==> src/rtl/display_scan_ctrl.sv <==
// display_scan_ctrl: display back-end for the alarm clock.
// Converts 24h BCD time to 12h with an AM/PM flag. Scans NUM_DIGITS
// seven-segment digits with per-digit blink, and drives a rotating alarm LED chase.
// LED0 is shared between the AM/PM indicator and the alarm chase.
// Optional build macro DISP_LZ_BLANK_EN: in 12h mode, blank a converted
// hours-tens digit of 0.
module display_scan_ctrl #(
  parameter int NUM_DIGITS = 4,
  parameter int NUM_LEDS   = 8,
  parameter int SCAN_DIV   = 100000,
  parameter int BLINK_DIV  = 25000000,
  parameter int ALARM_DIV  = 12500000
) (
  input  logic                    clk,
  input  logic                    reset,
  input  logic                    mod12_24,
  input  logic                    alarm,
  input  logic [4*NUM_DIGITS-1:0] disp_time,
  input  logic [NUM_DIGITS-1:0]   blink_mask,
  input  logic [NUM_DIGITS-1:0]   dp_mask,
  output logic [8+NUM_DIGITS-1:0] seg7s,
  output logic [NUM_LEDS-1:0]     leds
);
  localparam int SW = (SCAN_DIV  > 1) ? $clog2(SCAN_DIV)  : 1;
  localparam int BW = (BLINK_DIV > 1) ? $clog2(BLINK_DIV) : 1;
  localparam int AW = (ALARM_DIV > 1) ? $clog2(ALARM_DIV) : 1;
  localparam int IW = $clog2(NUM_DIGITS);
  localparam int HT = 4*NUM_DIGITS-4;  // hours tens nibble LSB
  localparam int HO = 4*NUM_DIGITS-8;  // hours ones nibble LSB

  logic [3:0]              h_tens, h_ones, h12;
  logic [7:0]              hours;
  logic                    hours_ok;
  logic [4*NUM_DIGITS-1:0] conv_time;
  logic                    conv_pm;
  logic [4*NUM_DIGITS-1:0] time_q;
  logic                    am_pm;
`ifdef DISP_LZ_BLANK_EN
  logic                    conv_lz;
  logic                    lz_q;
`endif

  // 24h -> 12h hours conversion; invalid hours pass through untouched
  always_comb begin
    h_tens    = disp_time[HT +: 4];
    h_ones    = disp_time[HO +: 4];
    hours     = {4'd0, h_tens} * 8'd10 + {4'd0, h_ones};
    hours_ok  = (h_tens <= 4'd2) && (h_ones <= 4'd9) && (hours <= 8'd23);
    h12       = hours[3:0];
    conv_time = disp_time;
    conv_pm   = 1'b0;
`ifdef DISP_LZ_BLANK_EN
    conv_lz   = 1'b0;
`endif
    if (mod12_24 && hours_ok) begin
      if (hours == 8'd0)
        h12 = 4'd12;
      else if (hours >= 8'd13)
        h12 = 4'(hours - 8'd12);
      conv_pm           = (hours >= 8'd12);
      conv_time[HT +: 4] = (h12 >= 4'd10) ? 4'd1 : 4'd0;
      conv_time[HO +: 4] = (h12 >= 4'd10) ? (h12 - 4'd10) : h12;
`ifdef DISP_LZ_BLANK_EN
      conv_lz = (h12 < 4'd10);
`endif
    end
  end

  // conversion result register (1-cycle latency)
  always_ff @(posedge clk or posedge reset) begin
    if (reset) begin
      time_q <= '0;
      am_pm  <= 1'b0;
`ifdef DISP_LZ_BLANK_EN
      lz_q   <= 1'b0;
`endif
    end else begin
      time_q <= conv_time;
      am_pm  <= conv_pm;
`ifdef DISP_LZ_BLANK_EN
      lz_q   <= conv_lz;
`endif
    end
  end

  logic [SW-1:0]         scan_cnt;
  logic [IW-1:0]         idx;
  logic [NUM_DIGITS-1:0] blink_q;
  logic [BW-1:0]         blink_cnt;
  logic                  blink_phase;
  logic                  slot_end;

  assign slot_end = (scan_cnt == SW'(SCAN_DIV-1));

  // scan slot / digit index / blink timebase; blink_mask sampled per slot
  always_ff @(posedge clk or posedge reset) begin
    if (reset) begin
      scan_cnt    <= '0;
      idx         <= '0;
      blink_q     <= '0;
      blink_cnt   <= '0;
      blink_phase <= 1'b0;
    end else begin
      if (slot_end) begin
        scan_cnt <= '0;
        idx      <= (idx == IW'(NUM_DIGITS-1)) ? '0 : idx + 1'b1;
        blink_q  <= blink_mask;
      end else begin
        scan_cnt <= scan_cnt + 1'b1;
      end
      if (blink_cnt == BW'(BLINK_DIV-1)) begin
        blink_cnt   <= '0;
        blink_phase <= ~blink_phase;
      end else begin
        blink_cnt <= blink_cnt + 1'b1;
      end
    end
  end

  logic [3:0]            nib;
  logic [6:0]            seg;
  logic [NUM_DIGITS-1:0] an;

  // segment decode and anode select for the current slot
  always_comb begin
    nib = time_q[{idx, 2'b00} +: 4];
    case (nib)
      4'd0:    seg = 7'h40;
      4'd1:    seg = 7'h79;
      4'd2:    seg = 7'h24;
      4'd3:    seg = 7'h30;
      4'd4:    seg = 7'h19;
      4'd5:    seg = 7'h12;
      4'd6:    seg = 7'h02;
      4'd7:    seg = 7'h78;
      4'd8:    seg = 7'h00;
      4'd9:    seg = 7'h10;
      default: seg = 7'h7F;
    endcase
`ifdef DISP_LZ_BLANK_EN
    if (lz_q && (idx == IW'(NUM_DIGITS-1)))
      seg = 7'h7F;
`endif
    an = '1;
    if (!((scan_cnt == '0) || (blink_phase && blink_q[idx])))
      an[idx] = 1'b0;
  end

  // registered pin outputs
  always_ff @(posedge clk or posedge reset) begin
    if (reset)
      seg7s <= '1;
    else
      seg7s <= {an, ~dp_mask[idx], seg};
  end

  logic [AW-1:0]       chase_cnt;
  logic [NUM_LEDS-1:0] pattern;

  // alarm chase: load bit 0 on first alarm cycle, rotate every ALARM_DIV cycles
  always_ff @(posedge clk or posedge reset) begin
    if (reset) begin
      pattern   <= '0;
      chase_cnt <= '0;
    end else if (!alarm) begin
      pattern   <= '0;
      chase_cnt <= '0;
    end else if (pattern == '0) begin
      pattern   <= {{(NUM_LEDS-1){1'b0}}, 1'b1};
      chase_cnt <= '0;
    end else if (chase_cnt == AW'(ALARM_DIV-1)) begin
      pattern   <= {pattern[NUM_LEDS-2:0], pattern[NUM_LEDS-1]};
      chase_cnt <= '0;
    end else begin
      chase_cnt <= chase_cnt + 1'b1;
    end
  end

  assign leds = {pattern[NUM_LEDS-1:1], alarm ? pattern[0] : (mod12_24 & am_pm)};

endmodule
==> config.mk <==
export PLATFORM = sky130hd
export DESIGN_NAME = display_scan_ctrl
export DESIGN_NICKNAME = d
export VERILOG_FILES = /design/src/rtl/display_scan_ctrl.sv
export SDC_FILE = /design/constraint.sdc
export NUM_CORES = 1
export LEC_CHECK = 0
export CORE_MARGIN = 5
export CORE_UTILIZATION = 40
export DETAILED_ROUTE_END_ITERATION = 12
export PLACE_DENSITY = 0.61
export SLEW_MARGIN = 40
export SYNTH_ARGS = -nofsm -noshare
export SYNTH_HDL_FRONTEND = slang
export SYNTH_SLANG_ARGS = --single-unit
==> constraint.sdc <==
create_clock -name clk -period 6.9 [get_ports clk]
set_input_delay 1.38 -clock clk [delete_from_list [all_inputs] [get_ports clk]]
set_output_delay 1.38 -clock clk [all_outputs]
set_load 0.02 [all_outputs]
## Word-level counts from Yosys, hierarchy flattened

Memory sizes are Yosys's and may differ from the RTL's. A register that Yosys moved wholly into a read port is not among the register bits.
Index checks and enable logic that the tools add are counted.

- Flip-flop bits (word level): 110
- Bits in read-only memories: 112
- Input port bits: 28
- Output and inout bits: 20
- Word-level logic and storage cells: 70
- Memories kept: 1

Memory list:

| memory | depth | width | read ports | clocked after memory_dff | wr ports | line | RTL |
|---|---|---|---|---|---|---|---|
| (no name shown) | 16 | 7 | 1 | 1 | 0 | 127 | `case (nib)` |

- $add $sub $neg: 7
- $mul: 1
- Order comparisons: 8
- Eq/ne operators: 5
- Shift operators: 1
- Multiplexer cells: 24
- Bitwise logic cells: 4
- Reductions and logical operators: 9

Operators with widths:

| kind | count |
|---|---|
| $mux W24 | 3 |
| $mux W8 | 4 |
| $add A25 B1 Y25 const B | 1 |
| $eq A25 B25 Y1 const B | 1 |
| $mux W25 | 1 |
| $add A24 B1 Y24 const B | 1 |
| $eq A24 B24 Y1 const B | 1 |
| $mux W4 | 5 |
| $add A17 B1 Y17 const B | 1 |
| $eq A17 B17 Y1 const B | 1 |
| $logic_not A17 Y1 | 1 |
| $mux W17 | 1 |
| $ge A8 B4 Y1 const B | 2 |
| $logic_not A8 Y1 | 2 |
| $shiftx A16 B5 Y4 | 1 |
| $add A8 B4 Y8 | 1 |
| $le A8 B5 Y1 const B | 1 |
| $sub A4 B4 Y4 const B | 2 |
| $mul A4 B3 Y7 const B | 1 |
| $mux W1 | 6 |
| $logic_and A1 B1 Y1 | 5 |
| $bmux W1 S2 | 2 |
| $ge A4 B4 Y1 const B | 1 |
| $le A4 B2 Y1 const B | 1 |
| other kinds (12) | 13 |

## Longest topological paths before layout

Gate-level depths: netlist of run 1.

- Depth in word-level cells: 9
- Mapped depth: 13
- Mapped depth without buffers: 13

## Worst setup path after synthesis of run 1

Ideal clock, no wire load.

- Kind: input to register
- From: in disp_time[13]
- To: reg time_q[10]
- Library setup time: 0.082 ns
- Arrival time: 3.823 ns
- Required time: 6.818 ns
- Setup slack: 2.995 ns
- Cell stages on the path: 13
- Path buffers: 0
- Cells stage by stage: ha_1 > ha_1 > inv_1 > fa_1 > nor2b_1 > nand3_1 > nor4_1 > o21ai_1 > mux2i_1 > inv_1 > ha_1 > o2bb2ai_1 > a31oi_1

- Longest elaborated chain between the ends: 9
- Elaborated cells on any way between the ends: 17
- Those cells by class: 3 x add/sub; 1 x mul; 4 x order compare; 5 x mux; 4 x reduce/logical

RTL lines:

| what | line | RTL |
|---|---|---|
| start, declared | 18 | `input logic [4*NUM_DIGITS-1:0] disp_time,` |
| $mul A4 B3 Y7 | 47 | `hours = {4'd0, h_tens} * 8'd10 + {4'd0, h_ones};` |
| $add A8 B4 Y8 | 47 |  |
| $ge A8 B4 Y1 or $sub A4 B4 Y4 (tied branches) | 58, 59 |  |
| $mux W4 | 58 | `else if (hours >= 8'd13)` |
| $mux W4 | 56 | `if (hours == 8'd0)` |
| $mux W4 | 55 | `if (mod12_24 && hours_ok) begin` |
| $sub A4 B4 Y4 or $ge A4 B4 Y1 (tied branches) | 62 | `conv_time[HO +: 4] = (h12 >= 4'd10) ? (h12 - 4'd10) : h12;` |
| $mux W4 | 62 |  |
| $mux W8 (*) | 55 |  |
| named net conv_time[10] | 34 | `logic [4*NUM_DIGITS-1:0] conv_time;` |
| end signal, assigned | 78 | `time_q <= conv_time;` |
| end, declared | 36 | `logic [4*NUM_DIGITS-1:0] time_q;` |

Mark *: on every way through the listed nets, which the timed path passes. The rest lies on a longest branch. The select of a mux whose other input is x is not followed.
A chain may end at the register's enable or synchronous reset.

## Worst setup path in the final report of run 1

- From: in disp_time[15]
- To: reg time_q[10]

- Longest elaborated chain between the ends: 9
- Elaborated cells on any way between the ends: 16
- Those cells by class: 2 x add/sub; 1 x mul; 4 x order compare; 5 x mux; 4 x reduce/logical

RTL lines:

| what | line |
|---|---|
| $mul A4 B3 Y7 | 47 |
| $add A8 B4 Y8 | 47 |
| $ge A8 B4 Y1 | 58 |
| $mux W4 | 58 |
| $mux W4 | 56 |
| $mux W4 | 55 |
| $sub A4 B4 Y4 or $ge A4 B4 Y1 (tied branches) | 62 |
| $mux W4 | 62 |
| $mux W8 (*) | 55 |
| named net conv_time[10] | 34 |

Marked as above.

==> results of run 1 <==
-- per-stage QoR --
step / hold slack [ns] / cells / power (mW)
2_1_floorplan: 0.439 / 520 / 0.750
3_3_place_gp: 0.460 / 723 / 0.794
3_5_place_dp: 0.473 / 723 / 0.797
4_1_cts: 0.482 / 739 / 1.28
5_1_grt: 0.512 / 739 / 1.32
6_report: 0.478 / 739 / 1.26
-- sequential cells by signal, summed over array words and instances (netlist names) --
| signal | cells |
|---|---|
| chase_cnt | 24 |
| idx | 2 |
| blink_q | 4 |
| pattern | 8 |
| scan_cnt | 17 |
| blink_phase | 1 |
| time_q | 16 |
| am_pm | 1 |
| blink_cnt | 25 |
| seg7s | 12 |
-- Yosys cell counts, types with 3 or more instances --
cell type	instances
sky130_fd_sc_hd__a21oi_1	12
sky130_fd_sc_hd__a22oi_1	3
sky130_fd_sc_hd__a31oi_1	4
sky130_fd_sc_hd__and3_1	8
sky130_fd_sc_hd__and4_1	8
sky130_fd_sc_hd__buf_2	3
sky130_fd_sc_hd__buf_4	7
sky130_fd_sc_hd__clkbuf_1	9
sky130_fd_sc_hd__dfrtp_1	98
sky130_fd_sc_hd__dfstp_2	12
sky130_fd_sc_hd__ha_1	24
sky130_fd_sc_hd__inv_1	27
sky130_fd_sc_hd__mux2_2	6
sky130_fd_sc_hd__mux2i_1	10
sky130_fd_sc_hd__mux4_2	5
sky130_fd_sc_hd__nand2_1	43
sky130_fd_sc_hd__nand2b_1	3
sky130_fd_sc_hd__nand3_1	25
sky130_fd_sc_hd__nand4_1	16
sky130_fd_sc_hd__nor2_1	64
sky130_fd_sc_hd__nor2b_1	14
sky130_fd_sc_hd__nor4_1	7
sky130_fd_sc_hd__o21ai_0	18
sky130_fd_sc_hd__or3_1	4
sky130_fd_sc_hd__xnor2_1	26
sky130_fd_sc_hd__xor2_1	33
-- kinds of logic after synthesis --
kind of cell    after synthesis
mux                          21
flops                       110
fa+ha+maj                    26
simple gates                208
xor+xnor                     59
buf+inv                      48
compound gates               48
-- worst min-delay path by stage --
| stage | endpoint | slack, ns | cells past startpoint | startpoint |
|---|---|---|---|---|
| 2_1_floorplan | blink_cnt[4] | 0.44 | 1 | blink_cnt[4] |
| 3_3_place_gp | blink_cnt[4] | 0.46 | 1 | blink_cnt[4] |
| 3_5_place_dp | blink_phase | 0.47 | 1 | blink_phase |
| 4_1_cts | chase_cnt[0] | 0.48 | 1 | chase_cnt[0] |
| 5_1_grt | blink_phase | 0.51 | 1 | blink_phase |
| 6_report | chase_cnt[0] | 0.48 | 1 | chase_cnt[0] |
-- cell type report --
| cell class | count | area, um2 |
|---|---|---|
| Clock buffer | 14 | 264 |
| Clock inverter | 2 | 10.0 |
| Fill cell | 1264 | 7000 |
| Inverter | 27 | 104 |
| Multi-Input combinational cell | 362 | 2500 |
| Sequential cell | 110 | 2770 |
| Tap cell | 176 | 220 |
| Timing Repair Buffer | 48 | 482 |
-- per-layer routing --
layer | vias up | GRT usage (%) | part of all wire (%)
met5 | - | 0 | 0
met4 | 0 | 5.68 | 2.0
met3 | 15 | 2.21 | 2.9
met2 | 54 | 20.1 | 46
met1 | 1761 | 19.2 | 49
li1 | 1829 | - | -
-- worst reg2reg max path, cell delays in order (launching register included) --
cell and delay [ns]:
sky130_fd_sc_hd__dfrtp_1 0.44, sky130_fd_sc_hd__nand3_2 0.12, sky130_fd_sc_hd__nor4_2 0.25, sky130_fd_sc_hd__nand3_1 0.15, sky130_fd_sc_hd__nor4_4 0.55, sky130_fd_sc_hd__nand3b_4 0.46, sky130_fd_sc_hd__nand3_1 0.12, sky130_fd_sc_hd__o21ai_0 0.09
-- power by group through the flow --
| stage | Sequential [mW] | Clock, mW | Combinational, mW |
|---|---|---|---|
| after floorplan | 0.678 | 0 | 0.0727 |
| after global placement | 0.674 | 0 | 0.120 |
| after detailed placement | 0.674 | 0 | 0.123 |
| after CTS | 0.662 | 0.499 | 0.124 |
| after global routing | 0.662 | 0.521 | 0.139 |
| final | 0.662 | 0.478 | 0.122 |
==> parameters.txt, run 1 <==
Parameter                              Value

Route
  Routed len/inst ... 13.5 um
  Initial detailed-routing violation count ... 215
  # DRC ... 0
  Antenna violation net count after detailed routing ... 0
  Final routed wirelength across all metal layers ... 9.99 mm
  Vias per std cell ... 4.95
  Total via count after detailed routing ... 3659
  Number of optimization iterations in the first detailed-route pass ... 4

CTS
  Cell at the root of the clock tree ... sky130_fd_sc_hd__clkbuf_16
  Count of hold buffers inserted by post-cts repair ... 0
  Clock-pin slew on the worst setup and hold paths ... 0.06 ns
  Number of sinks on the clock net ... 110
  TritonCTS clock tree ... yes
  Post-cts gate resize count ... 0
  Buffers inserted by post-CTS timing repair ... 0
  Clock buffers created by TritonCTS ... 9
  Total number of H-tree levels ... 3
  Worst-skew pair later-pin latency ... 0.35 ns
  Max Buffers Root-to-Sink ... 2

Yosys
  Cell taking the most area after synthesis ... sky130_fd_sc_hd__dfrtp_1
  Avg Synthesized Cell Area ... 10.6 um2
  Fraction of the mapped netlist area in simple logic gates ... 19.6%
  Distinct cell type count after synthesis ... 48
  Share of Yosys cell area claimed by the top area cell type ... 44.7%
  Most used DFF post-synth ... sky130_fd_sc_hd__dfrtp_1
  Proportion of synthesized flip-flops having asynchronous set or reset ... 100%
  Number of register bits inferred by synthesis ... 110
  Post-Syn Nets ... 574
  Portion of the post-synthesis area used by sequential elements ... 50.4%
  Multiplexer share of the synthesized area ... 5.10%
  Post-synthesis compound-gate area fraction ... 5.17%
  Number of enable flip-flop cells after synthesis ... 0
  Largest family of logic cells by synthesized area ... simple AND/OR/NAND/NOR gates
  Most area-consuming cells after synthesis ... sky130_fd_sc_hd__dfrtp_1, sky130_fd_sc_hd__dfstp_2, sky130_fd_sc_hd__ha_1
  Synthesis Warnings ... 0
  Gate count after technology mapping ... 520
  Adder-cell area share of the yosys netlist ... 6.20%
  Cell area after technology mapping ... 5490 um2
  XOR/XNOR share of the synthesized area ... 9.41%

Power and ir drop
  Worst VDD drop ... 0.000109 V
  Net switching power ... 0.288 mW
  Internal power ... 0.974 mW
  Clock share of power ... 37.9%
  Combinational cell fraction of total power ... 9.7%
  Part of the total power dissipated in sequential elements ... 52.4%
  Static Leak ... 2.74 nW
  Power density over the cells ... 199 nW/um2
  Switching fraction of total power ... 22.8%

Timing
  Setup violations, final ... 0
  Number of slew-limit violations in the final report ... 0
  Fin crit period ... 4.44 ns
  Unrepaired setup endpoints after global routing ... no
  Setup slack of the critical path after layout ... 2.46 ns
  Sum of negative setup slack ... 0 ns
  Final Hold Fails ... 0
  Clk_skew ... 0.00671 ns
  Maximum clock rate ... 225 MHz
  Pin slew with the least headroom to its limit ... 0.718 ns
  Period utilization ... 64.4%
  Max_slew headroom ... 52.1%

Setup path
  Worst-case reg-to-reg path depth ... 7
  Critical-path maximum fanout ... 6
  Crit. End Element ... flop
  Top Family by Delay on Critical Path ... adder cells
  Ordered list of cells on the worst path ... clkdlybuf4s50_1, ha_1, ha_1, inv_1, fa_1, nor2b_1, nand3_1, nor4_1, o21ai_1, mux2i_1, inv_1, ha_1, o2bb2ai_1, a31oi_1
  Launch point of the critical path ... disp_time[15]
  Critical path data arrival time ... 4.71 ns
  Setup slack, reg-to-reg ... 4.65 ns
  Terminus of the critical flop-to-flop path ... pattern[6]
  Worst R2R Start ... chase_cnt[12]
  Crit Path Class ... in2reg
  Buffers & Inverters on Critical Path ... 3
  Type of element launching the critical path ... primary input
  Crit. path cell count ... 14
  Slowest stage cell, crit path ... sky130_fd_sc_hd__clkdlybuf4s50_1
  Biggest cell delay along the critical path ... 0.58 ns
  Worst path required time ... 7.17 ns
  Worst path most repeated cell ... sky130_fd_sc_hd__ha_1
  Worst setup endpoint ... time_q[10]

Outcome
  Status ... finished clean

Global route
  First-pass GRT wire length ... 17.8 mm
  Pin count of the biggest net entering global routing ... 67
  Number of antenna violations at the first check in global routing ... 0
  Vias in the first global route ... 3696
  Remaining global-route overflow ... 0
  GRT Util Overall ... 13.4%

Floorplanning
  Vertical die dimension ... 127 um
  Die area ... 16200 um2
  Row count ... 42
  Die width ... 127 um
  Starting Density ... 41.1%
  Standard cell core area ... 13300 um2
  Number of top-level pins ... 48

Worst hold path
  Kind of path behind the tightest hold check ... reg2reg

Placed design
  Number of I/O port buffers ... 47
  Detailed placer's ending HPWL ... 7.32 mm
  Placed standard-cell area ... 6070 um2
  Routability cong. ... 0.830
  Worst slack after detailed placement ... 2.13 ns

Job
  Max-cap viol count ... 0

Finish
  Fraction of final layout cells with drive strength greater than 1 ... 8.88%
  Most common cell after layout, fill and taps aside ... sky130_fd_sc_hd__dfrtp_1
  Most frequent cells in the layout ... sky130_fd_sc_hd__dfrtp_1, sky130_fd_sc_hd__nor2_1, sky130_fd_sc_hd__clkdlybuf4s50_1
  Fin nets ... 612
  Finished layout cell area ... 6350 um2
  Area Growth Syn to Fin ... 15.7%
  Antenna diode count ... 0
  Final standard cell utilization of the core ... 47.6%
No activity file was read; power rests on OpenSTA's default activity.
==> inputs of run 2 (changes only) <==
==> constraint.sdc (replaced) <==
create_clock -name clk -period 4.2 [get_ports clk]
set_input_delay 0.84 -clock clk [delete_from_list [all_inputs] [get_ports clk]]
set_output_delay 0.84 -clock clk [all_outputs]
set_load 0.02 [all_outputs]
==> run 2 against run 1 <==
- cell area grew 1.2%
- combinational power grew 66%
- clock skew grew 0.0013 ns
- critical path depth is the same
- sequential power grew 65%
- die area is the same
- via count grew 1.5%
- non-clock buffer count grew 5
- largest cell class unchanged
- sequential cell count is the same
==> parameters.txt, run 2 (synthesized netlist as in run 1, its figures left out) <==
Parameter                              Value

Timing
  Number of slew-limit violations in the final report ... 0 (unchanged)
  Unrepaired setup endpoints after global routing ... no
  Maximum clock rate ... 265 MHz
  Setup violations, final ... 0 (unchanged)
  Final Hold Fails ... 0 (unchanged)
  Pin slew with the least headroom to its limit ... 0.733 ns (+0.0152 ns)
  Clk_skew ... 0.00803 ns (+0.00132 ns)
  Sum of negative setup slack ... 0 ns (unchanged)
  Fin crit period ... 3.78 ns
  Setup slack of the critical path after layout ... 0.420 ns (-2.04 ns)
  Max_slew headroom ... 50.7% (-1.3 points)
  Period utilization ... 90.0%

Global route
  Pin count of the biggest net entering global routing ... 69 (+3.0%)
  Vias in the first global route ... 3772 (+2.1%)
  Number of antenna violations at the first check in global routing ... 0 (unchanged)
  First-pass GRT wire length ... 17.9 mm (+0.74%)
  Remaining global-route overflow ... 0 (unchanged)
  GRT Util Overall ... 13.7% (+0.37 points)

Placed design
  Routability cong. ... 0.805 (-3.0%)
  Number of I/O port buffers ... 47 (unchanged)
  Placed standard-cell area ... 6110 um2 (+0.51%)
  Detailed placer's ending HPWL ... 7.57 mm (+3.4%)
  Cell total after placement ... 728 (+0.69%)
  Worst slack after detailed placement ... 0.0520 ns (-2.08 ns)

CTS
  Clock-pin slew on the worst setup and hold paths ... 0.07 ns (about the same)
  Number of sinks on the clock net ... 110 (unchanged)
  Max Buffers Root-to-Sink ... 2 (unchanged)
  Total number of H-tree levels ... 3 (unchanged)
  Post-cts gate resize count ... 0 (unchanged)
  Count of hold buffers inserted by post-cts repair ... 0 (unchanged)
  Cell at the root of the clock tree ... sky130_fd_sc_hd__clkbuf_16
  Worst-skew pair later-pin latency ... 0.36 ns (about the same)
  Clock buffers created by TritonCTS ... 9 (unchanged)
  TritonCTS clock tree ... yes
  Buffers inserted by post-CTS timing repair ... 0 (unchanged)

Worst hold path
  Worst min-delay path endpoint ... blink_cnt[4]
  Worst hold start ... blink_cnt[4]
  Kind of path behind the tightest hold check ... reg2reg
  Min-Delay Path Depth ... 1 (unchanged)

Setup path
  Ordered list of cells on the worst path ... clkdlybuf4s50_1, ha_1, ha_1, inv_1, fa_1, nor2b_1, nand3_1, nor4_1, o21ai_1, mux2i_1, inv_1, ha_1, o2bb2ai_1, a31oi_1
  Critical path data arrival time ... 4.05 ns (-0.66 ns)
  Type of element launching the critical path ... primary input
  Setup slack, reg-to-reg ... 1.91 ns (-2.74 ns)
  Worst path required time ... 4.47 ns (-2.70 ns)
  Crit Path Class ... in2reg
  Worst R2R Start ... chase_cnt[12]
  Terminus of the critical flop-to-flop path ... pattern[6]
  Worst path most repeated cell ... sky130_fd_sc_hd__ha_1
  Critical-path maximum fanout ... 4 (-2)
  Slowest stage cell, crit path ... sky130_fd_sc_hd__clkdlybuf4s50_1
  Biggest cell delay along the critical path ... 0.43 ns (-0.15 ns)
  Worst-case reg-to-reg path depth ... 7 (unchanged)
  Crit. End Element ... flop

Power and ir drop
  Static Leak ... 2.77 nW (+0.95%)
  Power density over the cells ... 340 nW/um2 (+71%)
  Total power ... 2.18 mW (+73%)
  Worst VDD drop ... 0.000228 V (+110%)

Floorplanning
  Vertical die dimension ... 127 um (unchanged)
  Die width ... 127 um (unchanged)
  Starting Density ... 41.1% (unchanged)
  Standard cell core area ... 13300 um2 (unchanged)
  Row count ... 42 (unchanged)
  Die area ... 16200 um2 (unchanged)
  Number of top-level pins ... 48 (unchanged)

Finish
  Fraction of final layout cells with drive strength greater than 1 ... 10.2% (+1.3 points)
  Most common cell after layout, fill and taps aside ... sky130_fd_sc_hd__dfrtp_1
  Finished layout cell area ... 6430 um2 (+1.2%)
  Post-route insts no fill ... 744 (+0.68%)
  Most frequent cells in the layout ... sky130_fd_sc_hd__dfrtp_1, sky130_fd_sc_hd__nor2_1, sky130_fd_sc_hd__clkdlybuf4s50_1
  Top reg by flops ... blink_cnt
  Largest regs ... blink_cnt: 25 flops, chase_cnt: 24 flops, scan_cnt: 17 flops
  Flip-flop count of the largest register, all copies and words added ... 25 (unchanged)
  Antenna diode count ... 0 (unchanged)
  Fin nets ... 617 (+0.82%)
  Area Growth Syn to Fin ... 17.0%

Job
  Max-cap viol count ... 0 (unchanged)

Route
  Total via count after detailed routing ... 3714 (+1.5%)
  Routed len/inst ... 13.9 um (+2.8%)
  Initial detailed-routing violation count ... 214 (-0.47%)
  Final routed wirelength across all metal layers ... 10.3 mm (+3.5%)
  Vias per std cell ... 4.99 (+0.82%)
  Antenna violation net count after detailed routing ... 0 (unchanged)
  Number of optimization iterations in the first detailed-route pass ... 4 (unchanged)
  # DRC ... 0 (unchanged)

Outcome
  Status ... finished clean
[run 2: layout make-up]
type | instances | area (um2)
clock buffers | 9 | 225
clock inverters | 7 | 92.6
inverters | 27 | 106
flip-flops and latches | 110 | 2770
multi-input cells | 362 | 2500
well taps | 176 | 220
fillers | 1254 | 6920
repair buffers | 53 | 515
[run 2: where the power goes]
group          internal [mW]  switching (mW)
Combinational         0.0875           0.114
Clock                  0.478           0.417
Sequential              1.08         0.00652
[run 2: routing by layer]
layer	track usage, %	vias up	part of all wire [%]	routed length, um
met1	18.7	1807	49	5070
met2	21.5	51	46	4750
met4	5.24	0	1.8	190
li1	-	1844	-	-
met5	0	-	0	0
met3	3.17	12	3.2	333
[run 2: critical path, delay by kind of cell]
kind	cells	cell delay (ns)
fa+ha+maj	4	1.25
buf+inv	3	0.61
simple gates	3	0.52
compound gates	3	0.51
mux	1	0.32
[run 2: worst max-delay path by stage]
stage / from / depth (start not counted) / end / slack (ns)
4_1_cts: disp_time[13] / 14 / time_q[10] / 0.43
6_report: disp_time[13] / 14 / time_q[10] / 0.42
2_1_floorplan: reset / 1 / am_pm / 0.48
3_5_place_dp: disp_time[13] / 14 / time_q[10] / 0.05
5_1_grt: disp_time[13] / 14 / time_q[10] / 0.17
3_3_place_gp: disp_time[13] / 14 / time_q[10] / 0.23
[run 2: stage by stage]
stage                     hold slack (ns)  util (%)
final                               0.477      48.1
after global placement              0.459      45.7
after global routing                0.493      48.1
after detailed placement            0.459      45.7
after floorplan                     0.439         -
after CTS                           0.475      48.1
